===== config.mk =====
export PLATFORM = sky130hd
export DESIGN_NAME = alu_sequencer
export DESIGN_NICKNAME = d
export VERILOG_FILES = /design/src/rtl/alu_seq_pkg.sv /design/src/rtl/bcd_operand_check.sv /design/src/rtl/alu_sequencer.sv
export SDC_FILE = /design/constraint.sdc
export NUM_CORES = 1
export LEC_CHECK = 0
export BUFFER_PORTS_ARGS = -buffer_cell sky130_fd_sc_hd__buf_2
export CORE_MARGIN = 10
export CORE_UTILIZATION = 35
export CTS_CLUSTER_SIZE = 40
export DETAILED_ROUTE_END_ITERATION = 6
export PLACE_DENSITY_LB_ADDON = 0.2
export SYNTH_ARGS = -nofsm -noshare
export SYNTH_HDL_FRONTEND = slang
export SYNTH_HIERARCHICAL = 1
export SYNTH_SLANG_ARGS = --single-unit

===== constraint.sdc =====
create_clock -name clk -period 2.1 [get_ports clk]
set_input_delay 0.21 -clock clk [delete_from_list [all_inputs] [get_ports clk]]
set_output_delay 0.21 -clock clk [all_outputs]
set_load 0.05 [all_outputs]

===== src/rtl/alu_seq_pkg.sv =====
// Shared types and helpers for the BCD ALU sequencer.
// Operand format: sign-magnitude BCD, [8]=sign, [7:4]=tens, [3:0]=ones.
package alu_seq_pkg;

  typedef enum logic [2:0] {
    OP_ADD = 3'b001,
    OP_SUB = 3'b010,
    OP_MUL = 3'b011,
    OP_DIV = 3'b100
  } op_e;

  typedef enum logic [1:0] {
    ERR_NONE  = 2'b00,
    ERR_DIV0  = 2'b01,
    ERR_DIGIT = 2'b10
  } err_e;

  typedef enum logic [1:0] {
    IDLE,
    WAIT,
    DONE
  } state_e;

  typedef struct packed {
    logic       sign;
    logic [3:0] tens;
    logic [3:0] ones;
  } bcd9_t;

  // Magnitude-only test; callers pass {tens, ones}.
  function automatic logic is_zero_mag(logic [7:0] mag);
    return (mag == 8'd0);
  endfunction

  // Unknown opcodes fall back to addition.
  function automatic logic [2:0] norm_opcode(logic [2:0] opc);
    case (opc)
      OP_ADD, OP_SUB, OP_MUL, OP_DIV: return opc;
      default:                        return OP_ADD;
    endcase
  endfunction

endpackage


===== src/rtl/bcd_operand_check.sv =====
// Combinational operand screen: divide-by-zero, plus non-BCD digit detection
// when ALU_SEQ_DIGIT_CHECK_EN is defined. Divide-by-zero wins when both apply.
module bcd_operand_check
  import alu_seq_pkg::*;
(
  input  logic [8:0] op1,
  input  logic [8:0] op2,
  input  logic [2:0] opcode,
  output err_e       err
);

  bcd9_t a;
  bcd9_t b;
  logic  div0;
  logic  bad_digit;
  logic  unused_signs;

  assign a = op1;
  assign b = op2;
  assign unused_signs = a.sign ^ b.sign;
  assign div0 = (opcode == OP_DIV) && is_zero_mag({b.tens, b.ones});

`ifdef ALU_SEQ_DIGIT_CHECK_EN
  assign bad_digit = (a.tens > 4'd9) || (a.ones > 4'd9) ||
                     (b.tens > 4'd9) || (b.ones > 4'd9);
`else
  logic unused_digits;
  assign unused_digits = ^{a.tens, a.ones};
  assign bad_digit     = 1'b0;
`endif

  always_comb begin
    err = ERR_NONE;
    if (div0) begin
      err = ERR_DIV0;
    end else if (bad_digit) begin
      err = ERR_DIGIT;
    end
  end

endmodule


===== src/rtl/alu_sequencer.sv =====
// Sequences one BCD ALU operation at a time: accept, screen, hold ALU inputs
// ALU_WAIT cycles, capture into the accumulator. Optional: ALU_SEQ_DIGIT_CHECK_EN.
module alu_sequencer
  import alu_seq_pkg::*;
#(
  parameter int ALU_WAIT = 1
) (
  input  logic       clk,
  input  logic       nrst,
  input  logic       clr,
  input  logic       in_valid,
  output logic       in_ready,
  input  logic [8:0] in_op1,
  input  logic [8:0] in_op2,
  input  logic [2:0] in_opcode,
  input  logic       in_use_acc,
  output logic [8:0] alu_op1,
  output logic [8:0] alu_op2,
  output logic [2:0] alu_opcode,
  input  logic [8:0] alu_result,
  output logic       out_valid,
  input  logic       out_ready,
  output logic [8:0] out_result,
  output logic [1:0] out_err,
  output logic       busy
);

  localparam int               CNT_W    = (ALU_WAIT > 1) ? $clog2(ALU_WAIT) : 1;
  localparam logic [CNT_W-1:0] CNT_LOAD = CNT_W'(ALU_WAIT - 1);

  state_e           state_reg, state_next;
  logic [CNT_W-1:0] cnt_reg, cnt_next;
  logic [8:0]       acc_reg, acc_next;
  logic [8:0]       alu_op1_reg, alu_op1_next;
  logic [8:0]       alu_op2_reg, alu_op2_next;
  logic [2:0]       alu_opcode_reg, alu_opcode_next;
  logic [8:0]       result_reg, result_next;
  err_e             err_reg, err_next;
  err_e             pend_reg, pend_next;
  err_e             chk_err;
  logic             accept;
  logic [8:0]       sel_op1;
  logic [8:0]       capture;

  assign in_ready   = (state_reg == IDLE) && !clr;
  assign busy       = (state_reg != IDLE);
  assign out_valid  = (state_reg == DONE);
  assign accept     = in_valid && in_ready;
  assign sel_op1    = in_use_acc ? acc_reg : in_op1;
  // A zero magnitude is always reported as +00.
  assign capture    = is_zero_mag(alu_result[7:0]) ? 9'd0 : alu_result;
  assign alu_op1    = alu_op1_reg;
  assign alu_op2    = alu_op2_reg;
  assign alu_opcode = alu_opcode_reg;
  assign out_result = result_reg;
  assign out_err    = err_reg;

  bcd_operand_check u_check (
    .op1    (sel_op1),
    .op2    (in_op2),
    .opcode (in_opcode),
    .err    (chk_err)
  );

  always_comb begin
    state_next      = state_reg;
    cnt_next        = cnt_reg;
    acc_next        = acc_reg;
    alu_op1_next    = alu_op1_reg;
    alu_op2_next    = alu_op2_reg;
    alu_opcode_next = alu_opcode_reg;
    result_next     = result_reg;
    err_next        = err_reg;
    pend_next       = pend_reg;
    case (state_reg)
      IDLE: begin
        if (accept) begin
          state_next = WAIT;
          pend_next  = chk_err;
          if (chk_err != ERR_NONE) begin
            // Rejected ops spend one cycle in WAIT without touching the ALU.
            cnt_next = '0;
          end else begin
            cnt_next        = CNT_LOAD;
            alu_op1_next    = sel_op1;
            alu_op2_next    = in_op2;
            alu_opcode_next = norm_opcode(in_opcode);
          end
        end
      end
      WAIT: begin
        if (cnt_reg == '0) begin
          state_next = DONE;
          if (pend_reg != ERR_NONE) begin
            err_next = pend_reg;
          end else begin
            acc_next    = capture;
            result_next = capture;
            err_next    = ERR_NONE;
          end
        end else begin
          cnt_next = cnt_reg - 1'b1;
        end
      end
      DONE: begin
        if (out_ready) begin
          state_next = IDLE;
        end
      end
      default: state_next = IDLE;
    endcase
    // Abort overrides everything, including a capture in the same cycle.
    if (clr) begin
      state_next  = IDLE;
      cnt_next    = '0;
      acc_next    = '0;
      pend_next   = ERR_NONE;
      result_next = result_reg;
      err_next    = err_reg;
    end
  end

  always_ff @(posedge clk or negedge nrst) begin
    if (!nrst) begin
      state_reg      <= IDLE;
      cnt_reg        <= '0;
      acc_reg        <= '0;
      alu_op1_reg    <= '0;
      alu_op2_reg    <= '0;
      alu_opcode_reg <= OP_ADD;
      result_reg     <= '0;
      err_reg        <= ERR_NONE;
      pend_reg       <= ERR_NONE;
    end else begin
      state_reg      <= state_next;
      cnt_reg        <= cnt_next;
      acc_reg        <= acc_next;
      alu_op1_reg    <= alu_op1_next;
      alu_op2_reg    <= alu_op2_next;
      alu_opcode_reg <= alu_opcode_next;
      result_reg     <= result_next;
      err_reg        <= err_next;
      pend_reg       <= pend_next;
    end
  end

endmodule


After elaboration in Yosys (flattened, before gate mapping)
Cells that the tools add are included.
{"block": "op_classes", "reduce_logical": 22, "n_eq_ne": 11, "bitwise": 4, "add_sub_neg": 1, "muxes": 21}
{"op": "9-bit two-way mux", "count": 6}
{"op": "8-bit logical NOT", "count": 2}
{"op": "2-bit two-way mux", "count": 8}
{"op": "3-bit AND reduction", "count": 4}
{"op": "2-bit nonzero test", "count": 6}
{"op": "3-bit by 2-bit == test with 1-bit output, second input constant", "count": 2}
{"op": "3-bit inequality test, second input constant", "count": 2}
{"op": "2-bit case mux with 3 select lines", "count": 1}
{"op": "1-bit two-way mux", "count": 4}
{"op": "2-bit inequality test, second input constant", "count": 2}
{"op": "1-bit inverter", "count": 4}
{"op": "2-bit AND reduction", "count": 2}
{"op": "4-bit AND reduction", "count": 1}
{"op": "4-bit OR reduction", "count": 1}
{"op": "3-bit by 1-bit == test with 1-bit output, second input constant", "count": 1}
{"op": "3-bit == test, second input constant", "count": 1}
{"op": "1-bit logical AND", "count": 3}
{"op": "3-bit two-way mux", "count": 1}
{"op": "3-bit by 2-bit inequality test with 1-bit output, second input constant", "count": 1}
{"op": "3-bit nonzero test", "count": 1}
{"op": "2-bit by 1-bit == test with 1-bit output, second input constant", "count": 1}
{"op": "2-bit == test, second input constant", "count": 1}
{"op": "2-bit logical NOT", "count": 1}
{"op": "1-bit case mux with 2 select lines", "count": 1}
{"op": "other kinds (2)", "count": 2}
{"block": "word_totals", "register_bits": 46, "wordCells": 68, "in_bits": 36}

Longest topological paths before layout
{"block": "depth", "depth_word": 6, "depth_mapped": 7, "depth_no_buf": 5}

Modules after synthesis
The synthesis kept the hierarchy.
{"module": "alu_sequencer", "instances": 1, "area_each_um2": 1898.1, "cells_each": 127, "seq_area_each_um2": 1127.3}
{"module": "bcd_operand_check", "instances": 1, "area_each_um2": 45.0, "cells_each": 7, "seq_area_each_um2": 0.0}

Worst setup path before layout
Ideal clock, no wire load.
{"block": "synth_path", "path_type": "flip-flop to flip-flop", "startpoint": "register state_reg[1]", "endpoint": "register alu_op1_reg[0], in the netlist alu_op1[0]", "arrival_ps": 1807, "setup_ps": 125, "period_less_slack_ps": 1932, "t_required_ps": 1975, "path_slack_ps": 168, "path_stages_with_launch": 5, "path_cell_list": "dfrtp_1 > nor3_2 > nand3_2 > buf_6 > mux2_2"}
{"block": "synth_via", "elab_chain_len": 4}
{"element": "from (decl)", "line": "alu_sequencer.sv:31", "text": "state_e state_reg, state_next;"}
{"element": "from (signal assigned)", "line": "alu_sequencer.sv:135", "text": "state_reg <= state_next;"}
{"element": "2-bit logical NOT", "line": "alu_sequencer.sv:45", "text": "assign in_ready = (state_reg == IDLE) && !clr;"}
{"element": "1-bit logical AND", "line": "alu_sequencer.sv:45"}
{"element": "net in_ready", "line": "alu_sequencer.sv:12", "text": "output logic in_ready,"}
{"element": "1-bit logical AND", "line": "alu_sequencer.sv:48", "text": "assign accept = in_valid && in_ready;"}
{"element": "3-bit AND reduction (no line)"}
{"element": "to (signal assigned)", "line": "alu_sequencer.sv:138", "text": "alu_op1_reg <= alu_op1_next;"}
{"element": "to (decl)", "line": "alu_sequencer.sv:34", "text": "logic [8:0] alu_op1_reg, alu_op1_next;"}
The timed path passes the listed nets, and every way through them passes these cells.
A chain may end at the register's enable or synchronous reset.

Worst setup path after layout
{"block": "layout_path", "startpoint": "register state_reg[1]", "endpoint": "register alu_op1_reg[8], in the netlist alu_op1[8]"}
{"block": "layout_via", "elab_chain_len": 4}
{"element": "2-bit logical NOT *", "line": "alu_sequencer.sv:45, alu_sequencer.sv:75"}
{"element": "1-bit logical AND", "line": "alu_sequencer.sv:45"}
{"element": "1-bit logical AND", "line": "alu_sequencer.sv:48"}
{"element": "3-bit AND reduction (no line) *"}
Every way passes the cells marked *; elsewhere a longest branch is shown, timed or not.

==> metrics.csv <==
metric;value;unit
worstPathMaxFanout;21;
ys_seq_area_frac;0.580;
max_stage_delay;0.47;ns
startpoint;state_reg[1];
cp.required;2.27;ns
min-delay-start;in_op2[8];
pwr-share-clk;0.206;
hold_violations;0;
syn-instance-count;134;
clkTransAtPathRegs;0.08;ns
die_h;94.5;um
r2r_cells;3;
holdPathEnd;alu_op2[8];
fp.dieArea;8930;um^2
dp_hpwl;3410;um
clk_latency;0.29;ns
wl_per_cell;15.4;um
vias;1282;
ys_ff_latch;45;
cap_violations;0;
core;5440;um^2
max_freq;578;MHz
cts_tree;built;
syn2layout_area_growth;25.3;%
synth_compound_area_frac;0.0470;
slew_headroom;0.548;
cts_setup_buffers;0;
diodes;0;
clock-sinks;45;
synth_mux_area_frac;0.247;
outcome;completed;
peakVddDrop;0.449;mV
cts_max_level;2;
arrival;1.90;ns
portBuffers;70;
grt-ovfl-total;0;
synthXorXnorAreaFrac;0.00451;
power.internal;1.56;mW
r2r-start;state_reg[1];
antenna_found_initial;0;
synth-warning-count;6;
grt_pass1_vias;1398;
p_sw;1.07;mW
cellPowerDensity;1080;nW/um^2
drc;0;
final_cell_count_no_fill;280;
worstMarginPinSlew;0.677;ns
wirelength;4320;um
end_kind;register;
nets;243;
switching_share;0.406;
crit_chain;nor3_2 > nand3_2 > mux2_2;
grt_pass1_wl;7000;um
grt_setup_unrepaired;no;
cts_buffers;5;
first_iter_violations;34;
seqPwrFrac;0.419;
cts.path.max_buffers;2;
slowest_stage;nand3_2;
ios;71;
cts_hold_buf;1;
placedCellCount;271;
grt_max_degree;32;
combPwrFrac;0.375;
path_class;register to register;
period_minus_slack;1.73;ns
timing.final.crit_share;0.823;
routed_via_density;4.58;
track_usage;0.0990;
finalMaxSlewViolations;0;
cts_root_buf;clkbuf_8;
synth_top_family_by_area;multiplexers;
first_pass_iters;4;
holdWs;0.151;ns
p_total;2.63;mW
start_util;0.357;
r2r_slack;0.37;ns
synth.distinct_cells;27;
synth-adder-area-share;0;
fillers;510;
hold_depth;2;
place.gp.congestion;0.671;
power.leakage;1.23;nW
fin_skew;0.00762;ns
start_kind;register;
r2r-end;alu_op1[8];
final_util;0.448;
syn_avg_cell_area;14.5;um^2
hp-class;input port to register;
finalSetupViolCount;0;
fin_setup_tns;0;ns
die_x;94.5;um
ant_nets;0;
num_rows;27;
synth_fp_nets;170;
drive_above_1_share;0.587;
yosys.area_share.simple;0.0805;
cts_resized;0;
synth_area;1940;um^2
==> area by class of cell <==
class	instances	area, um^2	share of cell area
Sequential cell	45	1130	0.463
Tap cell	72	90.1	0.0370
Inverter	1	3.75	0.00154
Clock buffer	8	90.1	0.0370
Multi-Input combinational cell	80	741	0.304
Timing Repair Buffer	74	383	0.157
==> stage by stage <==
step | setup WS, ns | cell area, um^2
CTS | 0.322 | 2430
floorplan | 0.168 | 1940
global placement | 0.278 | 2330
finish | 0.371 | 2430
detailed placement | 0.251 | 2330
global route | 0.223 | 2430
==> layer usage <==
layer  vias up  GRT usage  wire (um)
met5         -          0          0
met4         0     0.0337         45
met3         5     0.0460        405
met2        48      0.146       1920
met1       610      0.125       1950
li1        619          -          -
==> Yosys cell counts <==
| cell type | number | area, um^2 |
|---|---|---|
| mux2_1 | 2 | 22.5 |
| dfstp_2 | 1 | 26.3 |
| dfrtp_1 | 44 | 1100 |
| nand2b_1 | 2 | 12.5 |
| a22o_1 | 9 | 78.8 |
| nor3_2 | 1 | 10.0 |
| and3_1 | 1 | 6.26 |
| nand3_2 | 1 | 10.0 |
| nor2_1 | 6 | 22.5 |
| nor3b_1 | 2 | 15.0 |
| conb_1 | 1 | 3.75 |
| nor4b_1 | 1 | 8.76 |
| a21oi_1 | 1 | 5.00 |
| a21boi_0 | 1 | 7.51 |
| or2_2 | 1 | 6.26 |
| nor4_1 | 3 | 18.8 |
| mux2_2 | 38 | 428 |
| nor2b_1 | 3 | 18.8 |
| inv_1 | 1 | 3.75 |
| buf_6 | 4 | 45.0 |
| clkbuf_1 | 1 | 3.75 |
| xnor2_1 | 1 | 8.76 |
| mux2i_1 | 3 | 30.0 |
| buf_4 | 3 | 22.5 |
| and2b_1 | 1 | 7.51 |
| nor3_1 | 1 | 5.00 |
| nor4b_2 | 1 | 15.0 |
==> placed cells by master, fill, tap and decap left out <==
master	count
buf_2	70
dfrtp_1	44
mux2_2	38
a22o_1	9
nor2_1	6
clkbuf_8	6
nor2b_1	3
mux2i_1	3
nor4_1	3
buf_4	3
mux2_1	2
nand2b_1	2
nor3b_1	2
clkbuf_1	2
or2_2	1
nor3_2	1
nand3_2	1
nor4b_2	1
and2b_1	1
xnor2_1	1
inv_1	1
a21oi_1	1
a21boi_0	1
dfstp_2	1
dlygate4sd3_1	1
nor4b_1	1
nor3_1	1
and3_1	1
conb_1	1
==> cell families (layout without fill, tap and decap cells) <==
| logic type | Yosys count | count (layout) |
|---|---|---|
| multiplexers | 43 | 43 |
| flip-flops | 45 | 45 |
| other | 1 | 1 |
| XOR/XNOR | 1 | 1 |
| AO/OA/AOI/OAI | 11 | 11 |
| buffers and inverters | 9 | 83 |
| AND/OR/NAND/NOR | 24 | 24 |
==> power groups by stage <==
stage / clock network [mW] / logic [mW] / registers, mW
2_1_floorplan: 0 / 0.216 / 1.64
3_3_place_gp: 0 / 0.997 / 1.12
3_5_place_dp: 0 / 1.00 / 1.12
5_1_grt: 0.601 / 1.04 / 1.12
6_report: 0.542 / 0.988 / 1.10
4_1_cts: 0.563 / 1.00 / 1.10
==> critical path: cells and delay by family (launching register included) <==
| family | cells | cell delay [ns] |
|---|---|---|
| and+or+nand+nor | 2 | 0.72 |
| muxes | 1 | 0.44 |
| DFF | 1 | 0.45 |
==> worst max-delay path by stage <==
stage | to | slack (ns) | depth (start not counted)
6_report | alu_op1[8] | 0.37 | 3
5_1_grt | alu_op1[6] | 0.22 | 3
4_1_cts | alu_op1[6] | 0.32 | 3
3_5_place_dp | alu_op1[6] | 0.25 | 6
3_3_place_gp | alu_op2[0] | 0.28 | 6
2_1_floorplan | alu_op1[0] | 0.17 | 4
(Power assumes the default switching activity.)
